**src/rtl/mem_access_stage.sv**
```systemverilog
// ---------------------------------------------------------------------------
// mem_access_stage
//   MEM stage of the 5-stage pipeline. Owns the EX/MEM register, drives the
//   data-memory request, aligns store data / byte enables, extends load data
//   and produces the MEM/WB register. Stalls the upstream pipe while the
//   memory has not signalled dmem_ready.
//
// Handshake: dmem_req is a level request taken combinationally from the
//   EX/MEM register. The access completes on the first cycle in which
//   dmem_req=1 and dmem_ready=1; address, we, be and wdata stay stable from
//   the first request cycle to the completion cycle. dmem_ready seen while
//   dmem_req=0 has no effect.
//
// Ports
//   clk, reset_n              clock, asynchronous active-low reset
//   *_EXE_MEM                 EXE outputs captured into EX/MEM
//   dmem_*                    data-memory request/response
//   stall_MEM                 hold PC, IF/ID, ID/EX and EX/MEM
//   misalign_MEM              single-cycle flag: misaligned access dropped
//   *_EX_MEM                  EX/MEM fields for forwarding
//   *_MEM_WB                  MEM/WB register contents
//   state_dbg                 FSM state (0 = IDLE, 1 = WAIT)
// ---------------------------------------------------------------------------
module mem_access_stage #(
    parameter int DADDR_W = 13
) (
    input  logic               clk,
    input  logic               reset_n,
    input  logic [31:0]        ALU_Result_EXE_MEM,
    input  logic [31:0]        write_data_EXE_MEM,
    input  logic [3:0]         MemRead_EXE_MEM,
    input  logic [3:0]         MemWrite_EXE_MEM,
    input  logic [1:0]         MemtoReg_EXE_MEM,
    input  logic               RegWrite_EXE_MEM,
    input  logic [4:0]         rd_EXE_MEM,
    input  logic [14:0]        pc_EXE_MEM,
    output logic               dmem_req,
    output logic               dmem_we,
    output logic [3:0]         dmem_be,
    output logic [DADDR_W-1:0] dmem_addr,
    output logic [31:0]        dmem_wdata,
    input  logic [31:0]        dmem_rdata,
    input  logic               dmem_ready,
    output logic               stall_MEM,
    output logic               misalign_MEM,
    output logic [31:0]        ALU_Result_EX_MEM,
    output logic [4:0]         rd_EX_MEM,
    output logic               RegWrite_EX_MEM,
    output logic [31:0]        read_data_MEM_WB,
    output logic [31:0]        ALU_Result_MEM_WB,
    output logic [1:0]         MemtoReg_MEM_WB,
    output logic               RegWrite_MEM_WB,
    output logic [4:0]         rd_MEM_WB,
    output logic [14:0]        pc_MEM_WB,
    output logic               state_dbg
);

    typedef enum logic {
        ST_IDLE = 1'b0,
        ST_WAIT = 1'b1
    } state_t;

    state_t state_q, state_d;

    // EX/MEM register
    logic [31:0] ex_alu;
    logic [31:0] ex_wdata;
    logic [3:0]  ex_rcode;
    logic [3:0]  ex_wcode;
    logic [1:0]  ex_mtr;
    logic        ex_rw;
    logic [4:0]  ex_rd;
    logic [14:0] ex_pc;

    always_ff @(posedge clk or negedge reset_n) begin
        if (!reset_n) begin
            ex_alu   <= '0;
            ex_wdata <= '0;
            ex_rcode <= '0;
            ex_wcode <= '0;
            ex_mtr   <= '0;
            ex_rw    <= 1'b0;
            ex_rd    <= '0;
            ex_pc    <= '0;
        end else if (!stall_MEM) begin
            ex_alu   <= ALU_Result_EXE_MEM;
            ex_wdata <= write_data_EXE_MEM;
            ex_rcode <= MemRead_EXE_MEM;
            ex_wcode <= MemWrite_EXE_MEM;
            ex_mtr   <= MemtoReg_EXE_MEM;
            ex_rw    <= RegWrite_EXE_MEM;
            ex_rd    <= rd_EXE_MEM;
            ex_pc    <= pc_EXE_MEM;
        end
    end

    assign ALU_Result_EX_MEM = ex_alu;
    assign rd_EX_MEM         = ex_rd;
    assign RegWrite_EX_MEM   = ex_rw;

    // Access decode. A non-zero store code takes priority and the load code
    // is then ignored entirely.
    logic [1:0] off;
    logic       is_store;
    logic       is_load;
    logic       misaligned;
    logic       access_valid;
    logic [3:0] size_mask;

    assign off = ex_alu[1:0];

    always_comb begin
        is_store   = 1'b0;
        is_load    = 1'b0;
        misaligned = 1'b0;
        size_mask  = 4'b0000;
        if (ex_wcode != 4'b0000) begin
            is_store = 1'b1;
            case (ex_wcode)
                4'b0001: size_mask = 4'b0001;
                4'b0011: begin size_mask = 4'b0011; misaligned = off[0]; end
                4'b1111: begin size_mask = 4'b1111; misaligned = |off;   end
                default: misaligned = 1'b1;
            endcase
        end else if (ex_rcode != 4'b0000) begin
            is_load = 1'b1;
            case (ex_rcode)
                4'b0001, 4'b0010: size_mask = 4'b0001;
                4'b0011, 4'b0100: begin size_mask = 4'b0011; misaligned = off[0]; end
                4'b1111:          begin size_mask = 4'b1111; misaligned = |off;   end
                default:          misaligned = 1'b1;
            endcase
        end
        access_valid = (is_store | is_load) & ~misaligned;
    end

    // misaligned can only be set when some code is present, and a dropped
    // access never stalls, so EX/MEM reloads next cycle: a single-cycle flag.
    assign misalign_MEM = misaligned;

    // Request FSM
    always_ff @(posedge clk or negedge reset_n) begin
        if (!reset_n) state_q <= ST_IDLE;
        else          state_q <= state_d;
    end

    always_comb begin
        state_d   = state_q;
        dmem_req  = 1'b0;
        stall_MEM = 1'b0;
        case (state_q)
            ST_IDLE: begin
                if (access_valid) begin
                    dmem_req = 1'b1;
                    if (!dmem_ready) begin
                        stall_MEM = 1'b1;
                        state_d   = ST_WAIT;
                    end
                end
            end
            ST_WAIT: begin
                // EX/MEM is frozen, so the access seen in IDLE is still there.
                dmem_req = 1'b1;
                if (dmem_ready) state_d   = ST_IDLE;
                else            stall_MEM = 1'b1;
            end
            default: state_d = ST_IDLE;
        endcase
    end

    assign state_dbg = state_q;

    // Request payload
    assign dmem_we   = dmem_req & is_store;
    assign dmem_be   = dmem_req ? (size_mask << off) : 4'b0000;
    assign dmem_addr = ex_alu[DADDR_W+1:2];

    always_comb begin
        dmem_wdata = '0;
        if (is_store) begin
            case (ex_wcode)
                4'b0001: dmem_wdata = {4{ex_wdata[7:0]}};
                4'b0011: dmem_wdata = {2{ex_wdata[15:0]}};
                4'b1111: dmem_wdata = ex_wdata;
                default: dmem_wdata = '0;
            endcase
        end
    end

    // Load lane select and extension; zero for anything that is not a
    // completed, aligned load.
    logic [7:0]  ld_byte;
    logic [15:0] ld_half;
    logic [31:0] ld_ext;

    always_comb begin
        ld_byte = dmem_rdata[{off, 3'b000} +: 8];
        ld_half = off[1] ? dmem_rdata[31:16] : dmem_rdata[15:0];
        ld_ext  = '0;
        if (is_load && access_valid) begin
            case (ex_rcode)
                4'b0001: ld_ext = {{24{ld_byte[7]}}, ld_byte};
                4'b0010: ld_ext = {24'b0, ld_byte};
                4'b0011: ld_ext = {{16{ld_half[15]}}, ld_half};
                4'b0100: ld_ext = {16'b0, ld_half};
                4'b1111: ld_ext = dmem_rdata;
                default: ld_ext = '0;
            endcase
        end
    end

    // MEM/WB register. A stall cycle writes a bubble: control cleared,
    // data fields left as they were.
    always_ff @(posedge clk or negedge reset_n) begin
        if (!reset_n) begin
            read_data_MEM_WB  <= '0;
            ALU_Result_MEM_WB <= '0;
            MemtoReg_MEM_WB   <= '0;
            RegWrite_MEM_WB   <= 1'b0;
            rd_MEM_WB         <= '0;
            pc_MEM_WB         <= '0;
        end else if (stall_MEM) begin
            MemtoReg_MEM_WB   <= '0;
            RegWrite_MEM_WB   <= 1'b0;
        end else begin
            read_data_MEM_WB  <= ld_ext;
            ALU_Result_MEM_WB <= ex_alu;
            MemtoReg_MEM_WB   <= ex_mtr;
            RegWrite_MEM_WB   <= ex_rw & ~misaligned;
            rd_MEM_WB         <= ex_rd;
            pc_MEM_WB         <= ex_pc;
        end
    end

endmodule
```
**config.mk**
```make
export PLATFORM = sky130hd
export DESIGN_NAME = mem_access_stage
export DESIGN_NICKNAME = d
export VERILOG_FILES = /design/src/rtl/mem_access_stage.sv
export SDC_FILE = /design/constraint.sdc
export NUM_CORES = 1
export LEC_CHECK = 0
export BUFFER_PORTS_ARGS = -buffer_cell sky130_fd_sc_hd__buf_4
export CORE_ASPECT_RATIO = 0.8
export CORE_MARGIN = 1.5
export CORE_UTILIZATION = 50
export DETAILED_ROUTE_END_ITERATION = 16
export HOLD_SLACK_MARGIN = 0.1
export PLACE_DENSITY_LB_ADDON = 0.3
export SLEW_MARGIN = 20
export SYNTH_ARGS = -nofsm -noshare
export SYNTH_HDL_FRONTEND = slang
export SYNTH_SLANG_ARGS = --single-unit
```
**constraint.sdc**
```tcl
create_clock -name clk -period 6.6 [get_ports clk]
set_input_delay 0.99 -clock clk [delete_from_list [all_inputs] [get_ports clk]]
set_output_delay 0.99 -clock clk [all_outputs]
set_load 0.02 [all_outputs]
```
==> results of run 1 <==
[critical path, delay by kind of cell (launching register included)]
| family | cells | cell delay, ns |
|---|---|---|
| flops | 1 | 0.60 |
| buf+inv | 1 | 0.20 |
| compound gates | 1 | 0.76 |
| simple gates | 4 | 1.31 |
[registers in the layout (all words and copies together), names as in the netlist, 2 cells and up]
register           flops
read_data_MEM_WB      32
ex_rcode               4
pc_MEM_WB             15
ex_pc                 15
rd_EX_MEM              5
ex_wcode               4
ex_mtr                 2
MemtoReg_MEM_WB        2
ex_wdata              32
rd_MEM_WB              5
ALU_Result_EX_MEM     32
ALU_Result_MEM_WB     32
[cells in the mapped netlist (3+ instances only)]
| library cell | number | area share |
|---|---|---|
| dfrtp_1 | 183 | 0.56 |
| mux2_2 | 103 | 0.14 |
| mux2_1 | 60 | 0.082 |
| o21ai_0 | 42 | 0.025 |
| nand2_1 | 31 | 0.014 |
| clkbuf_1 | 24 | 0.011 |
| buf_4 | 20 | 0.018 |
| inv_1 | 20 | 0.0091 |
| nand3_1 | 19 | 0.012 |
| a22o_1 | 15 | 0.016 |
| and2_1 | 15 | 0.011 |
| o2bb2ai_1 | 15 | 0.016 |
| buf_2 | 12 | 0.0073 |
| a21oi_1 | 11 | 0.0067 |
| mux2i_1 | 10 | 0.012 |
| a221oi_1 | 9 | 0.0096 |
| a22oi_1 | 8 | 0.0073 |
| nor2b_1 | 8 | 0.0061 |
| nor2_1 | 5 | 0.0023 |
| nor3_1 | 5 | 0.0030 |
| nor3b_1 | 3 | 0.0027 |
[worst paths after layout]
| check | from | to | slack (ns) | cells after the start |
|---|---|---|---|---|
| setup / recovery | ex_wcode[1]$_DFFE_PN0N_ | dmem_be[0] | 2.32 | 6 |
| hold / removal | ex_mtr[0]$_DFFE_PN0N_ | ex_mtr[0]$_DFFE_PN0N_ | 0.48 | 1 |
| setup reg to reg | ex_wcode[1]$_DFFE_PN0N_ | ex_pc[4]$_DFFE_PN0N_ | 2.69 | 7 |
| hold reg to reg | ex_mtr[0]$_DFFE_PN0N_ | ex_mtr[0]$_DFFE_PN0N_ | 0.48 | 1 |
| max in group asynchronous | reset_n | ALU_Result_EX_MEM[3]$_DFFE_PN0N_ | 4.85 | 2 |
| min in group asynchronous | reset_n | ALU_Result_MEM_WB[31]$_DFFE_PN0N_ | 0.55 | 1 |
[metal layers]
metal,wire [um],share of wire
met3,1959,0.090
met1,8744,0.40
met4,337,0.016
met2,10630,0.49
met5,0,0
[cell families (layout without fill, tap and decap cells)]
kind of cell / count (synthesis) / after routing
other: 0 / 1
AOI/OAI and AO/OA: 115 / 115
xor gates and xnor gates: 1 / 1
buffers and inverters: 79 / 366
DFF: 183 / 183
and+or+nand+nor: 100 / 100
muxes: 173 / 173
[power by group through the flow]
stage	registers, mW	logic (mW)	clock network, mW
2_1_floorplan	1.48	0.400	0
3_3_place_gp	1.39	0.839	0
3_5_place_dp	1.40	0.850	0
4_1_cts	1.38	0.855	1.08
5_1_grt	1.40	0.902	1.12
6_report	1.38	0.849	1.06
[per-stage QoR]
step	hold slack, ns	cell area, um^2
CTS	0.4823	11180
finish	0.4782	11190
global route	0.5002	11190
detailed placement	0.4633	10570
global placement	0.4528	10570
floorplan	0.4455	8245
[cell type report]
cell class,count,area [um^2],share of cell area
sequential,183,4579,0.4093
clock buffer,21,470.5,0.04205
multi-input combinational,389,3283,0.2934
clock inverter,10,142.6,0.01275
inverter,21,80.08,0.007157
antenna,1,2.502,0.0002237
tap,215,269.0,0.02404
timing repair buffer,314,2361,0.2110
==> metrics.md, run 1 <==
| Metric | Value |
|---|---|
| Via-per-instance ratio | `~5.4` |
| CP max stage delay | `roughly 0.76 ns` |
| Largest family of logic cells by synthesized area | `multiplexers` |
| Power Internal | `between 2 and 2.5 mW` |
| Row Count | `41` |
| Mux cell area share after synthesis | `0.2347` |
| # hold bufs at CTS | `0` |
| Die Height | `between 100 and 150 um` |
| Mapped Cells | `651` |
| DR pass1 iterations | `5` |
| Max H-tree Level | `4` |
| Startpoint Class | `flop` |
| CTS Root Cell | `clkbuf_16` |
| I/O pin cnt | `309` |
| Max Cap Violations | `0` |
| Sinks on Clock Net | `183` |
| DR iter-0 viols | `376` |
| Gpl congestion | `between 0.8 and 0.9` |
| Actual slew at the worst max-slew pin | `~1.1 ns` |
| Synth warnings | `0` |
| Synth Flop Type | `dfrtp_1` |
| Sequential share of the synthesized area | `0.5554` |
| Syn_area_per_cell | `approximately 13 um^2` |
| Final Max Slew Viols | `0` |
| GR Layer Usage met3 | `0.08023` |
| RSZ-0062 raised after global routing | `false` |
| Final Critical Period | `between 4 and 5 ns` |
| Number of global-route vias before repair | `around 6400` |
| Post-synth EDFFs | `0` |
| Seq cells post-synth | `183` |
| Pwr Total | `about 3.3 mW` |
| Most frequent cells in the layout | `buf_4, dfrtp_1, mux2_2, mux2_1, o21ai_0` |
| Crit. End Element | `output port` |
| Top Usage Layer GRT | `met2` |
| Peak VDD IR | `0.0001892 V` |
| Final wirelength | `between 20000 and 25000 um` |
| Synth cell types | `49` |
| Net switching power | `around 1 mW` |
| Worst Skew | `0.007944 ns` |
| Seq pwr share | `0.420` |
| Fraction of layout cells with a size suffix above 1 | `0.4861` |
| Die ar. | `around 17000 um^2` |
| Fin util | `0.7013` |
| Combinational power share | `0.259` |
| Fmax | `about 230 MHz` |
| Synth Area in XOR/XNOR | `0.001062` |
| Placed insts | `~1100` |
| PnR worst setup slack | `2.321 ns` |
| Final hold violations | `0` |
| Core Box Area | `approximately 16000 um^2` |
| Critical Path Fanout Max | `20` |
| Adder-cell area share of the yosys netlist | `0` |
| Worst Path Arrival | `about 3.3 ns` |
| Sw frac | `0.3008` |
| DP Worst Slack | `between 2 and 3 ns` |
| Commonest non-fill, non-tap cell in the layout | `buf_4` |
| All-Layer GR Usage | `0.2537` |
| Clock Pin Slew Worst Setup and Hold Paths | `~0.07 ns` |
| Die W | `between 100 and 150 um` |
| Drc violations | `0` |
| TritonCTS buffer count | `17` |
| HP Class | `flop to flop` |
| Largest net degree at the start of global routing | `a little over 70` |
| Period utilisation layout | `0.6484` |
| Initial antenna violation count | `1` |
| Resized cells post-CTS | `0` |
| Simple-Gate Fraction of Synth Area | `0.06449` |
| WP data required | `5.61 ns` |
| TNS Setup | `0 ns` |
| Area growth from synthesis to final layout | `35.69%` |
| Initial core utilization | `0.5168` |
| Endpoints failing setup | `0` |
| WS Path Type | `flop to output port` |
| Final net count | `about 1100` |
| Skew-Pair Late Insertion Delay | `~0.42 ns` |
| First-pass GRT wire length | `around 34000 um` |
| Met1 Use GR | `0.3165` |
| Critical path's slowest cell | `a21oi_2` |
| Post-Layout Cell Count | `between 1000 and 1500` |
| Setup bufs post-CTS | `0` |
| Post-route antenna net violation count | `0` |
| IO Port Bufs | `308` |
| Gr ovfl total | `0` |
| Status | `completed` |
| Clock network power share | `0.322` |
| Met2 Usage GRT | `0.4257` |
| TritonCTS clock tree | `built` |
| Leak | `roughly 5.1 nW` |
| Async SR Flop Fraction | `1.000` |
| Fillers | `approximately 1200` |
| Crit-path cells | `nor4_2, nand2_1, a21oi_2, nor3_1, nor4_1, buf_4` |
| Normalized max-slew margin | `0.2377` |
| Cell area after synthesis | `roughly 8000 um^2` |
| Clock Path Buffers | `2` |
| Vias | `between 6000 and 7000` |
| Wire per inst | `roughly 19 um` |
| PD cells | `between 200 and 300 nW/um^2` |
| Post-synthesis net count | `about 800` |
| Compound-Gate Fraction of Synth Area | `0.09742` |
| Post-DP HPWL | `15270 um` |
No activity file was read; power rests on OpenSTA's default activity.
==> run 2, diff against run 1 <==
==> constraint.sdc (replaced) <==
create_clock -name clk -period 4.4 [get_ports clk]
set_input_delay 0.66 -clock clk [delete_from_list [all_inputs] [get_ports clk]]
set_output_delay 0.66 -clock clk [all_outputs]
set_load 0.02 [all_outputs]
==> metrics.md, run 2 (same netlist as run 1, synthesis figures left out) <==
| Metric | Value |
|---|---|
| Sw frac | `0.3078 (+0.006917)` |
| Period utilisation layout | `0.8713` |
| Row Count | `41 (unchanged)` |
| HP Class | `primary input to async pin` |
| Final Max Slew Viols | `0 (unchanged)` |
| Resized cells post-CTS | `0 (unchanged)` |
| Core Box Area | `15950 um^2 (unchanged)` |
| TritonCTS buffer count | `17 (unchanged)` |
| R2R Path End | `rd_EX_MEM[4]$_DFFE_PN0N_` |
| Gr ovfl total | `0 (unchanged)` |
| Startpoint Class | `flop` |
| Post-DP HPWL | `15580 um (+2.0%)` |
| Initial antenna violation count | `1 (unchanged)` |
| Gpl congestion | `0.8510 (-0.80%)` |
| Most frequent cells in the layout | `buf_4, dfrtp_1, mux2_2, mux2_1, o21ai_0` |
| Fraction of layout cells with a size suffix above 1 | `0.4883 (+0.002182)` |
| Power Internal | `3.388 mW (+48%)` |
| Critical path's slowest cell | `dfrtp_1` |
| Top Usage Layer GRT | `met2` |
| Endpoints failing setup | `0 (unchanged)` |
| Setup bufs post-CTS | `0 (unchanged)` |
| Post-Layout Cell Count | `1158 (+0.35%)` |
| CP startpoint | `ex_wcode[1]$_DFFE_PN0N_` |
| Drc violations | `0 (unchanged)` |
| WP data required | `3.74 ns (-1.87 ns)` |
| Post-route antenna net violation count | `0 (unchanged)` |
| Worst Skew | `0.01392 ns (+0.005974 ns)` |
| Reg-to-reg slack, setup | `1.11 ns (-1.58 ns)` |
| Wire per inst | `18.90 um (+0.62%)` |
| DR iter-0 viols | `370 (-1.6%)` |
| Max Cap Violations | `0 (unchanged)` |
| Placed insts | `1124 (+0.18%)` |
| Clock network power share | `0.315 (-0.007)` |
| Die W | `146.6 um (unchanged)` |
| Combinational power share | `0.264 (+0.005)` |
| Commonest non-fill, non-tap cell in the layout | `buf_4` |
| Leak | `5.164 nW (+0.45%)` |
| Sinks on Clock Net | `183 (unchanged)` |
| Clock Path Buffers | `2 (unchanged)` |
| Actual slew at the worst max-slew pin | `0.9222 ns (-0.2213 ns)` |
| Die ar. | `17280 um^2 (unchanged)` |
| Cells on worst reg2reg path | `6 (-1)` |
| Crit-path cells | `nor2_2, o21a_1, o31ai_4, clkinv_2, buf_4` |
| # hold bufs at CTS | `0 (unchanged)` |
| TNS Setup | `0 ns (unchanged)` |
| Skew-Pair Late Insertion Delay | `0.42 ns (about the same)` |
| Initial core utilization | `0.5168 (unchanged)` |
| Final Critical Period | `~3.8 ns` |
| Die Height | `117.9 um (unchanged)` |
| Area growth from synthesis to final layout | `36.07%` |
| Normalized max-slew margin | `0.3852 (+0.1475)` |
| Final wirelength | `21880 um (+0.97%)` |
| Via-per-instance ratio | `5.489 (+0.88%)` |
| All-Layer GR Usage | `0.2582 (+0.004490)` |
| DR pass1 iterations | `5 (unchanged)` |
| Crit. End Element | `output port` |
| Met1 Use GR | `0.3227 (+0.006187)` |
| Peak VDD IR | `0.0003300 V (+74%)` |
| Largest net degree at the start of global routing | `98 (+36%)` |
| IO Port Bufs | `308 (unchanged)` |
| Fillers | `1204 (-1.1%)` |
| Seq pwr share | `0.421 (about the same)` |
| Final hold violations | `0 (unchanged)` |
| Clock Pin Slew Worst Setup and Hold Paths | `0.07 ns (about the same)` |
| Critical Path Fanout Max | `34 (+70%)` |
| Worst path bufs/invs | `2 (+1)` |
| Status | `completed` |
| Fmax | `roughly 260 MHz` |
| Number of global-route vias before repair | `6450 (+1.1%)` |
| GR Layer Usage met3 | `0.08837 (+0.008140)` |
| RR Startpoint | `ex_wcode[1]$_DFFE_PN0N_` |
| Worst Path Arrival | `3.17 ns (-0.12 ns)` |
| First-pass GRT wire length | `34830 um (+1.3%)` |
| Max H-tree Level | `4 (unchanged)` |
| Net switching power | `1.506 mW (+52%)` |
| TritonCTS clock tree | `built` |
| RSZ-0062 raised after global routing | `false` |
| CTS Root Cell | `clkbuf_16` |
| Final net count | `1059 (+0.28%)` |
| CP max stage delay | `0.73 ns (-0.03 ns)` |
| Met2 Usage GRT | `0.4159 (-0.009775)` |
| Vias | `6356 (+1.2%)` |
| I/O pin cnt | `309 (unchanged)` |
| WS Path Type | `flop to output port` |
| CP delay by family, top | `buffers and inverters` |
| PD cells | `436.2 nW/um^2 (+49%)` |
run 2: final cells by class:
class                      count  area (um^2)  area share
sequential                   183         4579      0.4082
multi-input combinational    389         3283      0.2926
antenna                        1        2.502   0.0002230
timing repair buffer         317         2410      0.2148
clock inverter                12        138.9     0.01238
inverter                      21        80.08    0.007137
tap                          215        269.0     0.02398
clock buffer                  20        456.7     0.04070
run 2: worst max-delay path by stage:
stage	end	slack [ns]	cells after the start
floorplan	dmem_be[0]	1.51	7
global placement	stall_MEM	1.17	5
detailed placement	stall_MEM	1.11	5
CTS	stall_MEM	0.59	5
global route	stall_MEM	0.36	5
finish	stall_MEM	0.57	5
run 2: routing by layer:
metal	part of all wire	vias up
met1	0.39	3129
met2	0.49	292
met3	0.091	40
met5	0	-
met4	0.028	0
li1	-	2895
run 2: power groups by stage:
stage | clock network (mW) | logic (mW) | registers [mW]
floorplan | 0 | 0.599 | 2.22
global placement | 0 | 1.28 | 2.08
detailed placement | 0 | 1.30 | 2.09
CTS | 1.57 | 1.30 | 2.06
global route | 1.63 | 1.38 | 2.09
finish | 1.54 | 1.29 | 2.06
run 2: worst reg2reg max path, cell delays in order, from the launching register on:
cell	delay, ns
dfrtp_1	0.73
nor2_2	0.23
o21a_1	0.30
o31ai_4	0.49
clkinv_2	0.64
buf_12	0.44
mux2_2	0.36
run 2: through the flow:
stage	worst slack [ns]	cell area, um^2	total power [mW]	util	hold WS, ns
after global routing	0.3630	11220	5.102	0.7032	0.3877
after CTS	0.5870	11200	4.936	0.7023	0.3486
after global placement	1.172	10610	3.354	0.6650	0.4555
final	0.5662	11220	4.894	0.7032	0.3079
after floorplan	1.514	8245	2.815	-	0.3644
after detailed placement	1.110	10610	3.386	0.6650	0.4633
